--- config.mk ---
export PLATFORM = sky130hd
export DESIGN_NAME = calc_accumulator
export DESIGN_NICKNAME = d
export VERILOG_FILES = /design/src/rtl/calc_accumulator.sv
export SDC_FILE = /design/constraint.sdc
export NUM_CORES = 1
export LEC_CHECK = 0
export CORE_MARGIN = 4
export CORE_UTILIZATION = 55
export DETAILED_ROUTE_END_ITERATION = 10
export PLACE_DENSITY = 0.79
export SLEW_MARGIN = 20
export SYNTH_ARGS = -nofsm -noshare
export SYNTH_HDL_FRONTEND = slang
export SYNTH_SLANG_ARGS = --single-unit
--- constraint.sdc ---
create_clock -name clk -period 11.9 [get_ports clk]
set_clock_uncertainty 0.15 [all_clocks]
set_input_delay 1.19 -clock clk [delete_from_list [all_inputs] [get_ports clk]]
set_output_delay 1.19 -clock clk [all_outputs]
set_load 0.03 [all_outputs]
--- src/rtl/calc_accumulator.sv ---
// calc_accumulator
//   Switch/button calculator core. A WIDTH-bit operand comes from the switches
//   and is combined into one of NUM_REGS accumulator registers. Raw buttons are
//   synchronised and debounced, then turned into single-cycle strobes that
//   drive store/add/subtract/select/view operations.
//
// Ports
//   clk         system clock
//   rst         asynchronous, active-high reset
//   btn_store   raw button: reg[sel] <= sw
//   btn_add     raw button: reg[sel] <= reg[sel] + sw (carry out recorded)
//   btn_sub     raw button: reg[sel] <= reg[sel] - sw (borrow recorded)
//   btn_sel     raw button: advance register select (wraps)
//   btn_view    raw button: toggle display source
//   sw          operand switches, asynchronous to clk
//   disp_value  registered value for the seven-segment path
//   reg_sel     currently selected register index
//   carry       carry/borrow flag of the selected register
//   view_reg    0 = display shows sw, 1 = display shows reg[sel]
module calc_accumulator #(
  parameter int WIDTH           = 16,
  parameter int NUM_REGS        = 4,
  parameter int DEBOUNCE_CYCLES = 1000000
) (
  input  logic                        clk,
  input  logic                        rst,
  input  logic                        btn_store,
  input  logic                        btn_add,
  input  logic                        btn_sub,
  input  logic                        btn_sel,
  input  logic                        btn_view,
  input  logic [WIDTH-1:0]            sw,
  output logic [WIDTH-1:0]            disp_value,
  output logic [$clog2(NUM_REGS)-1:0] reg_sel,
  output logic                        carry,
  output logic                        view_reg
);

  // Button lane order inside the packed vectors below.
  localparam int B_STORE = 0;
  localparam int B_ADD   = 1;
  localparam int B_SUB   = 2;
  localparam int B_SEL   = 3;
  localparam int B_VIEW  = 4;
  localparam int NB      = 5;

  // The counter only has to reach DEBOUNCE_CYCLES-1.
  localparam int CNT_W = (DEBOUNCE_CYCLES > 1) ? $clog2(DEBOUNCE_CYCLES) : 1;
  localparam logic [CNT_W-1:0] CNT_MAX = CNT_W'(DEBOUNCE_CYCLES - 1);

  logic [NB-1:0]    btn_raw;
  logic [NB-1:0]    btn_meta;
  logic [NB-1:0]    btn_sync;
  logic [NB-1:0]    btn_deb;
  logic [NB-1:0]    flip;
  logic [NB-1:0]    rise;
  logic [NB-1:0]    pulse;
  logic [CNT_W-1:0] cnt [NB];

  logic [WIDTH-1:0] sw_meta;
  logic [WIDTH-1:0] sw_s;

  logic [WIDTH-1:0]    regs [NUM_REGS];
  logic [NUM_REGS-1:0] carry_flags;
  logic [WIDTH-1:0]    cur;
  logic [WIDTH:0]      sum;
  logic [WIDTH:0]      diff;

  assign btn_raw = {btn_view, btn_sel, btn_sub, btn_add, btn_store};

  // Two-flop synchronisers for the buttons and the switch operand. The
  // operand is not debounced; it is only sampled when a strobe fires.
  always_ff @(posedge clk or posedge rst) begin
    if (rst) begin
      btn_meta <= '0;
      btn_sync <= '0;
      sw_meta  <= '0;
      sw_s     <= '0;
    end else begin
      btn_meta <= btn_raw;
      btn_sync <= btn_meta;
      sw_meta  <= sw;
      sw_s     <= sw_meta;
    end
  end

  // A level is accepted on the edge where it has already differed for
  // DEBOUNCE_CYCLES-1 counted cycles and still differs. Only press edges
  // (0->1) produce a strobe.
  always_comb begin
    flip = '0;
    for (int i = 0; i < NB; i++) begin
      flip[i] = (btn_sync[i] != btn_deb[i]) && (cnt[i] == CNT_MAX);
    end
    rise = flip & ~btn_deb;
  end

  // Per-button debounce counters and debounced levels. The strobe is
  // registered so it lands on the cycle after the debounced level flips.
  always_ff @(posedge clk or posedge rst) begin
    if (rst) begin
      for (int i = 0; i < NB; i++) begin
        cnt[i] <= '0;
      end
      btn_deb <= '0;
      pulse   <= '0;
    end else begin
      for (int i = 0; i < NB; i++) begin
        if (btn_sync[i] == btn_deb[i]) begin
          cnt[i] <= '0;
        end else if (flip[i]) begin
          cnt[i]     <= '0;
          btn_deb[i] <= ~btn_deb[i];
        end else begin
          cnt[i] <= cnt[i] + CNT_W'(1);
        end
      end
      pulse <= rise;
    end
  end

  // Extended-width arithmetic: bit WIDTH of the sum is the carry, and bit
  // WIDTH of the difference is set exactly when sw_s > cur (borrow).
  always_comb begin
    cur  = regs[reg_sel];
    sum  = {1'b0, cur} + {1'b0, sw_s};
    diff = {1'b0, cur} - {1'b0, sw_s};
  end

  // Accumulator registers. Coincident strobes resolve as
  // store > add > sub > sel; view toggling is independent of the others.
  always_ff @(posedge clk or posedge rst) begin
    if (rst) begin
      for (int r = 0; r < NUM_REGS; r++) begin
        regs[r] <= '0;
      end
      carry_flags <= '0;
      reg_sel     <= '0;
      view_reg    <= 1'b0;
      disp_value  <= '0;
    end else begin
      if (pulse[B_STORE]) begin
        regs[reg_sel]        <= sw_s;
        carry_flags[reg_sel] <= 1'b0;
      end else if (pulse[B_ADD]) begin
        regs[reg_sel]        <= sum[WIDTH-1:0];
        carry_flags[reg_sel] <= sum[WIDTH];
      end else if (pulse[B_SUB]) begin
        regs[reg_sel]        <= diff[WIDTH-1:0];
        carry_flags[reg_sel] <= diff[WIDTH];
      end else if (pulse[B_SEL]) begin
        reg_sel <= reg_sel + 1'b1;
      end
      if (pulse[B_VIEW]) begin
        view_reg <= ~view_reg;
      end
      disp_value <= view_reg ? cur : sw_s;
    end
  end

  assign carry = carry_flags[reg_sel];

endmodule

==> results of run 1 <==
## worst register-to-register path, delay by kind of cell, from the launching register on
family                   cells  cell delay (ns)
multiplexers                 2             0.70
AO/OA/AOI/OAI                6             1.44
adder cells (fa/ha/maj)      1             0.55
flip-flops                   1             1.05
AND/OR/NAND/NOR              1             0.25
## per-stage QoR
step	cell area (µm²)	setup WS, ns	power [mW]	cells	utilization
final	13200	7.67	1.73	1468	0.640
after global routing	13200	7.41	1.79	1468	0.640
after CTS	13200	7.68	1.75	1468	0.640
after detailed placement	12300	7.74	0.929	1422	0.597
after global placement	12300	7.85	0.927	1422	0.597
after floorplan	11700	4.00	0.900	1147	-
## cell type report
cell class | instances | area, µm² | share of cell area
tap | 270 | 338 | 0.0257
multi-input combinational | 827 | 5350 | 0.407
sequential | 239 | 5980 | 0.454
clock buffer | 36 | 749 | 0.0569
clock inverter | 10 | 128 | 0.00969
timing repair buffer | 45 | 447 | 0.0339
inverter | 41 | 166 | 0.0126
## where the power goes
part	leakage, nW	internal [mW]	switching, mW	total (mW)
sequential	3.19	0.827	0.00946	0.836
clock	0.433	0.502	0.318	0.820
combinational	2.29	0.0265	0.0513	0.0778
total	5.91	1.36	0.379	1.73
## cell families (layout without fill, tap and decap cells)
| family | count (synthesis) | count (layout) | share of synthesized area |
|---|---|---|---|
| mux | 25 | 25 | 0.0399 |
| simple gates | 461 | 461 | 0.179 |
| xor+xnor | 114 | 114 | 0.0870 |
| flops | 239 | 239 | 0.513 |
| compound gates | 178 | 178 | 0.100 |
| fa+ha+maj | 49 | 49 | 0.0539 |
| buf+inv | 81 | 132 | 0.0273 |
## layout by cell type (no fill, tap or decap), types with 34 or more instances in the layout
cell type        count
dfrtp_1            238
nand2_1            153
nor2_1             153
xor2_1              68
o21ai_0             58
ha_1                47
xnor2_1             44
clkdlybuf4s50_1     42
nand3_1             40
inv_1               39
a21oi_1             34
## cell usage after synthesis (16+ instances only)
master    count
o221ai_1     16
dfrtp_1     239
nand3_1      40
mux4_2       17
and3_1       28
nor2_1      153
inv_1        40
o21ai_0      58
nor3_1       19
xnor2_1      44
xor2_1       68
nand2_1     153
ha_1         47
a21oi_1      34
clkbuf_1     28
## how the worst min path moves through the flow
| stage | from | to | slack [ns] |
|---|---|---|---|
| global placement | sw_meta[8] | sw_s[8] | 0.18 |
| floorplan | btn_meta[0] | btn_sync[0] | 0.18 |
| detailed placement | btn_meta[4] | btn_sync[4] | 0.18 |
| CTS | sw_meta[3] | sw_s[3] | 0.20 |
| global route | sw_meta[4] | sw_s[4] | 0.20 |
| finish | sw_meta[4] | sw_s[4] | 0.20 |
## per-layer routing
metal | share of wire | GRT usage
met1 | 0.44 | 0.297
met2 | 0.48 | 0.334
met3 | 0.065 | 0.0368
met4 | 0.017 | 0.0585
met5 | 0 | 0
==> impl_metrics.env, run 1 <==
export IMPL_netlist_area_mm2=0.0117
export IMPL_maxSlewHeadroom=0.289
export IMPL_min_path_cells=0
export IMPL_synthTopCellsByArea="dfrtp_1 51%, xor2_1 5.1%, ha_1 5.0%"
export IMPL_fillers=1610
export IMPL_ys_warn_count=0
export IMPL_r2r_slack_ns=7.67
export IMPL_ctsResizeCount=0
export IMPL_syn_nets=1219
export IMPL_crit_path_top_delay_cell="dfrtp_1"
export IMPL_ys_types=63
export IMPL_htree_num_levels=1
export IMPL_clock_fmax_mhz=236
export IMPL_dieWidth_um=154
export IMPL_crit_type="reg -> reg"
export IMPL_ys_seq_area_frac=0.513
export IMPL_ys_async_sr_fraction=1.00
export IMPL_finalNetCount=1252
export IMPL_cp_arrival_ns=4.51
export IMPL_slew_viol_final=0
export IMPL_clock_path_buffers=3
export IMPL_holdWs_ns=0.195
export IMPL_required_ns=12.18
export IMPL_vias=8533
export IMPL_core_area_mm2=0.0206
export IMPL_synth_edf_count=0
export IMPL_drt_initial_drc_count=706
export IMPL_drive_above_1_share=0.0659
export IMPL_finalHoldViolCount=0
export IMPL_syn_inst=1147
export IMPL_overflow=0
export IMPL_post_cts_buffers=0
export IMPL_rows=52
export IMPL_synth_top_area_share=0.513
export IMPL_crit_path_max_incr_delay_ns=1.05
export IMPL_top_regs="cnt: 100 flops, regs: 64 flops"
export IMPL_place_congestion=0.857
export IMPL_clkTransAtPathRegs_ns=0.06
export IMPL_hpwlAfterDp_um=16000
export IMPL_max_slew_worst_pin_slew_ns=1.07
export IMPL_min_period_ns=4.23
export IMPL_avgSynthCellArea_um2=10.2
export IMPL_outcome="completed"
export IMPL_totalWireLength_um=24500
export IMPL_drc=0
export IMPL_start_util=0.567
export IMPL_synth_top_area_cell="dfrtp_1"
export IMPL_r2r_end="regs[14]"
export IMPL_num_io_pins=43
export IMPL_largest_register_ffs=100
export IMPL_drtPass1Iterations=5
export IMPL_viasPerCell=5.81
export IMPL_path_buf_inv=0
export IMPL_grt_pass1_wl_um=41800
export IMPL_grt_setup_unrepaired="false"
export IMPL_fin_crit_sh=0.355
export IMPL_cts_sinks=239
export IMPL_ant_nets=0
export IMPL_antenna_found_initial=0
export IMPL_first_global_vias=8549
export IMPL_ctsRootBufferMaster="clkbuf_16"
export IMPL_grt_total_usage=0.209
export IMPL_largest_register="cnt"
export IMPL_wire_per_inst_um=16.7
export IMPL_ctsHoldBuffers=0
export IMPL_p_per_area_mw_per_mm2=132
export IMPL_crit_path_end_kind="flop"
export IMPL_die_area_mm2=0.0236
export IMPL_ys_seq_elements=239
export IMPL_diodes=0
export IMPL_syn_to_final_growth_pct=13.0
export IMPL_path_max_fanout=22
export IMPL_cts_tree="yes"
export IMPL_grt_max_degree=157
export IMPL_crit_start="reg_sel[0]"
export IMPL_insertion_delay_ns=0.53
export IMPL_crit_end="regs[14]"
export IMPL_peakVddDrop_uv=74.1
export IMPL_fin_tns_setup_ns=0
export IMPL_cp_depth=10
export IMPL_drv_cap=0
export IMPL_leakage_nw=5.91
export IMPL_io_buffers=42
export IMPL_cp_top_family="compound AO/OA/AOI/OAI gates"
export IMPL_setup_violations=0
export IMPL_ys_flop_type="dfrtp_1"
export IMPL_die_h_um=154
export IMPL_r2r_start="reg_sel[0]"
export IMPL_startpoint_type="flop"
export IMPL_cts_buffers=26
export IMPL_min_path_type="reg -> reg"
export IMPL_path_cells="mux4_2 > ha_1 > and3b_1 > a221o_1 > a311oi_2 > o31ai_2 > a21boi_1 > mux2i_1 > o311ai_2 > o21ai_1"
export IMPL_r2r_worst_path_cells=10
(Power assumes the default switching activity.)
==> inputs of run 2 (changes only) <==
==> constraint.sdc (replaced) <==
create_clock -name clk -period 4.4 [get_ports clk]
set_clock_uncertainty 0.15 [all_clocks]
set_input_delay 0.44 -clock clk [delete_from_list [all_inputs] [get_ports clk]]
set_output_delay 0.44 -clock clk [all_outputs]
set_load 0.03 [all_outputs]
==> run 2 against run 1 <==
Power grew to 2.7 times the previous value. Non-clock buffer count rose by 6. Flip-flop and latch count is the same. Final cell count increased by 0.27%. First-iteration DRC count is 3.3% lower. Sequential share of layout area down 0.19 points. Setup slack got worse by 7.1 ns. Via count fell by 2.1%. Hold slack about the same. Critical path depth unchanged. Clock-buffer cell count fell by 3. Utilization rose by 0.26 points. Largest cell class unchanged. Largest power group unchanged.
==> impl_metrics.env, run 2 (synthesized netlist as in run 1, its figures left out) <==
export IMPL_drv_cap=0
export IMPL_io_buffers=42
export IMPL_min_period_ns=3.79
export IMPL_fin_tns_setup_ns=0
export IMPL_clock_path_buffers=3
export IMPL_viasPerCell=5.68
export IMPL_vias=8357
export IMPL_hpwlAfterDp_um=15800
export IMPL_htree_num_levels=1
export IMPL_final_common_cell="dfrtp_1"
export IMPL_post_cts_buffers=0
export IMPL_grt_max_degree=136
export IMPL_first_global_vias=8364
export IMPL_start_util=0.567
export IMPL_drtPass1Iterations=5
export IMPL_p_switching_mw=1.02
export IMPL_antenna_found_initial=0
export IMPL_register_area_mm2=0.00598
export IMPL_die_h_um=154
export IMPL_power_frac_seq=0.483
export IMPL_required_ns=4.68
export IMPL_drive_above_1_share=0.0699
export IMPL_clockPowerShare=0.472
export IMPL_ctsHoldBuffers=0
export IMPL_path_max_fanout=15
export IMPL_cp_arrival_ns=4.07
export IMPL_outcome="completed"
export IMPL_grtUsageMet2=0.321
export IMPL_use_met3=0.0368
export IMPL_fin_crit_sh=0.861
export IMPL_grt_pass1_wl_um=40700
export IMPL_grt_total_usage=0.203
export IMPL_insertion_delay_ns=0.53
export IMPL_diodes=0
export IMPL_p_per_area_mw_per_mm2=354
export IMPL_final_cell_mix="239 x dfrtp_1, 153 x nor2_1, 152 x nand2_1, 68 x xor2_1, 58 x o21ai_0"
export IMPL_power_internal_mw=3.66
export IMPL_busiest_layer="met2"
export IMPL_min_path_type="reg -> reg"
export IMPL_finalHoldViolCount=0
export IMPL_cts_tree="yes"
export IMPL_max_slew_worst_pin_slew_ns=1.08
export IMPL_fin_cells=1472
export IMPL_leakage_nw=5.93
export IMPL_dieWidth_um=154
export IMPL_clock_fmax_mhz=264
export IMPL_cts_sinks=239
export IMPL_top_regs="cnt: 100 flops, regs: 64 flops"
export IMPL_min_path_cells=0
export IMPL_crit_type="reg -> reg"
export IMPL_multi_input_area_mm2=0.00536
export IMPL_r2r_worst_path_cells=10
export IMPL_clkTransAtPathRegs_ns=0.06
export IMPL_grt_setup_unrepaired="false"
export IMPL_syn_to_final_growth_pct=13.4
export IMPL_fillers=1592
export IMPL_place_congestion=0.877
export IMPL_core_area_mm2=0.0206
export IMPL_post_place_cells=1428
export IMPL_ant_nets=0
export IMPL_peakVddDrop_uv=293
export IMPL_totalWireLength_um=23700
export IMPL_num_io_pins=43
export IMPL_die_area_mm2=0.0236
export IMPL_crit_path_end_kind="flop"
export IMPL_wire_per_inst_um=16.1
export IMPL_maxSlewHeadroom=0.278
export IMPL_slew_viol_final=0
export IMPL_placed_area_mm2=0.0123
export IMPL_grt_use_met1=0.291
export IMPL_startpoint_type="flop"
export IMPL_drc=0
export IMPL_holdWs_ns=0.196
export IMPL_largest_register="cnt"
export IMPL_switching_share=0.218
export IMPL_rows=52
export IMPL_final_util=0.643
export IMPL_drt_initial_drc_count=683
export IMPL_finalNetCount=1257
export IMPL_largest_register_ffs=100
export IMPL_setup_violations=0
export IMPL_ctsRootBufferMaster="clkbuf_16"
export IMPL_cts_buffers=25
export IMPL_final_area_mm2=0.0132
export IMPL_overflow=0
export IMPL_ctsResizeCount=0
export IMPL_comb_power_share=0.045
export IMPL_r2r_slack_ns=0.61
run 2: cell count changes in the layout (fill, tap and decap cells not counted), moves of 2 or more:
cell | previous run | this run
clkinv_2 | 6 | 1
buf_12 | 0 | 2
clkinv_4 | 0 | 2
inv_6 | 0 | 2
buf_4 | 2 | 7
clkinvlp_4 | 1 | 3
clkbuf_16 | 27 | 25
run 2: stage by stage:
step                      setup WS [ns]  power, mW
final                             0.610       4.68
after global routing              0.421       4.85
after CTS                         0.590       4.74
after detailed placement          0.609       2.51
after global placement            0.766       2.51
after floorplan                   0.285       2.43
run 2: cell type report:
type / count / area share
sequential: 239 / 0.453
multi-input combinational: 827 / 0.405
clock buffer: 33 / 0.0526
timing repair buffer: 51 / 0.0388
tap: 270 / 0.0256
clock inverter: 11 / 0.0133
inverter: 41 / 0.0119
run 2: worst paths after layout:
check | from | endpoint
setup / recovery | reg_sel[0] | regs[30]
hold / removal | sw_meta[14] | sw_s[14]
setup reg to reg | reg_sel[0] | regs[30]
hold reg to reg | sw_meta[14] | sw_s[14]
max in group asynchronous | rst | cnt[66]
min in group asynchronous | rst | cnt[15]
run 2: critical path, cell delays in order (launching register included):
cell and delay, ns:
dfrtp_1 0.77, mux4_2 0.46, ha_1 0.37, and3b_1 0.23, a221o_1 0.33, a311oi_2 0.35, o31ai_2 0.15, a21boi_1 0.20
mux2i_1 0.28, o311ai_2 0.20, o21ai_1 0.20
run 2: power by group through the flow:
stage / Clock, mW / Combinational (mW) / Sequential [mW]
2_1_floorplan: 0 / 0.124 / 2.31
4_1_cts: 2.26 / 0.215 / 2.26
3_5_place_dp: 0 / 0.213 / 2.30
5_1_grt: 2.35 / 0.238 / 2.26
3_3_place_gp: 0 / 0.210 / 2.30
6_report: 2.21 / 0.212 / 2.26
run 2: layer usage:
metal	wire, µm	part of all wire
met1	10700	0.45
met2	10800	0.46
met3	1590	0.067
met4	647	0.027
met5	0	0
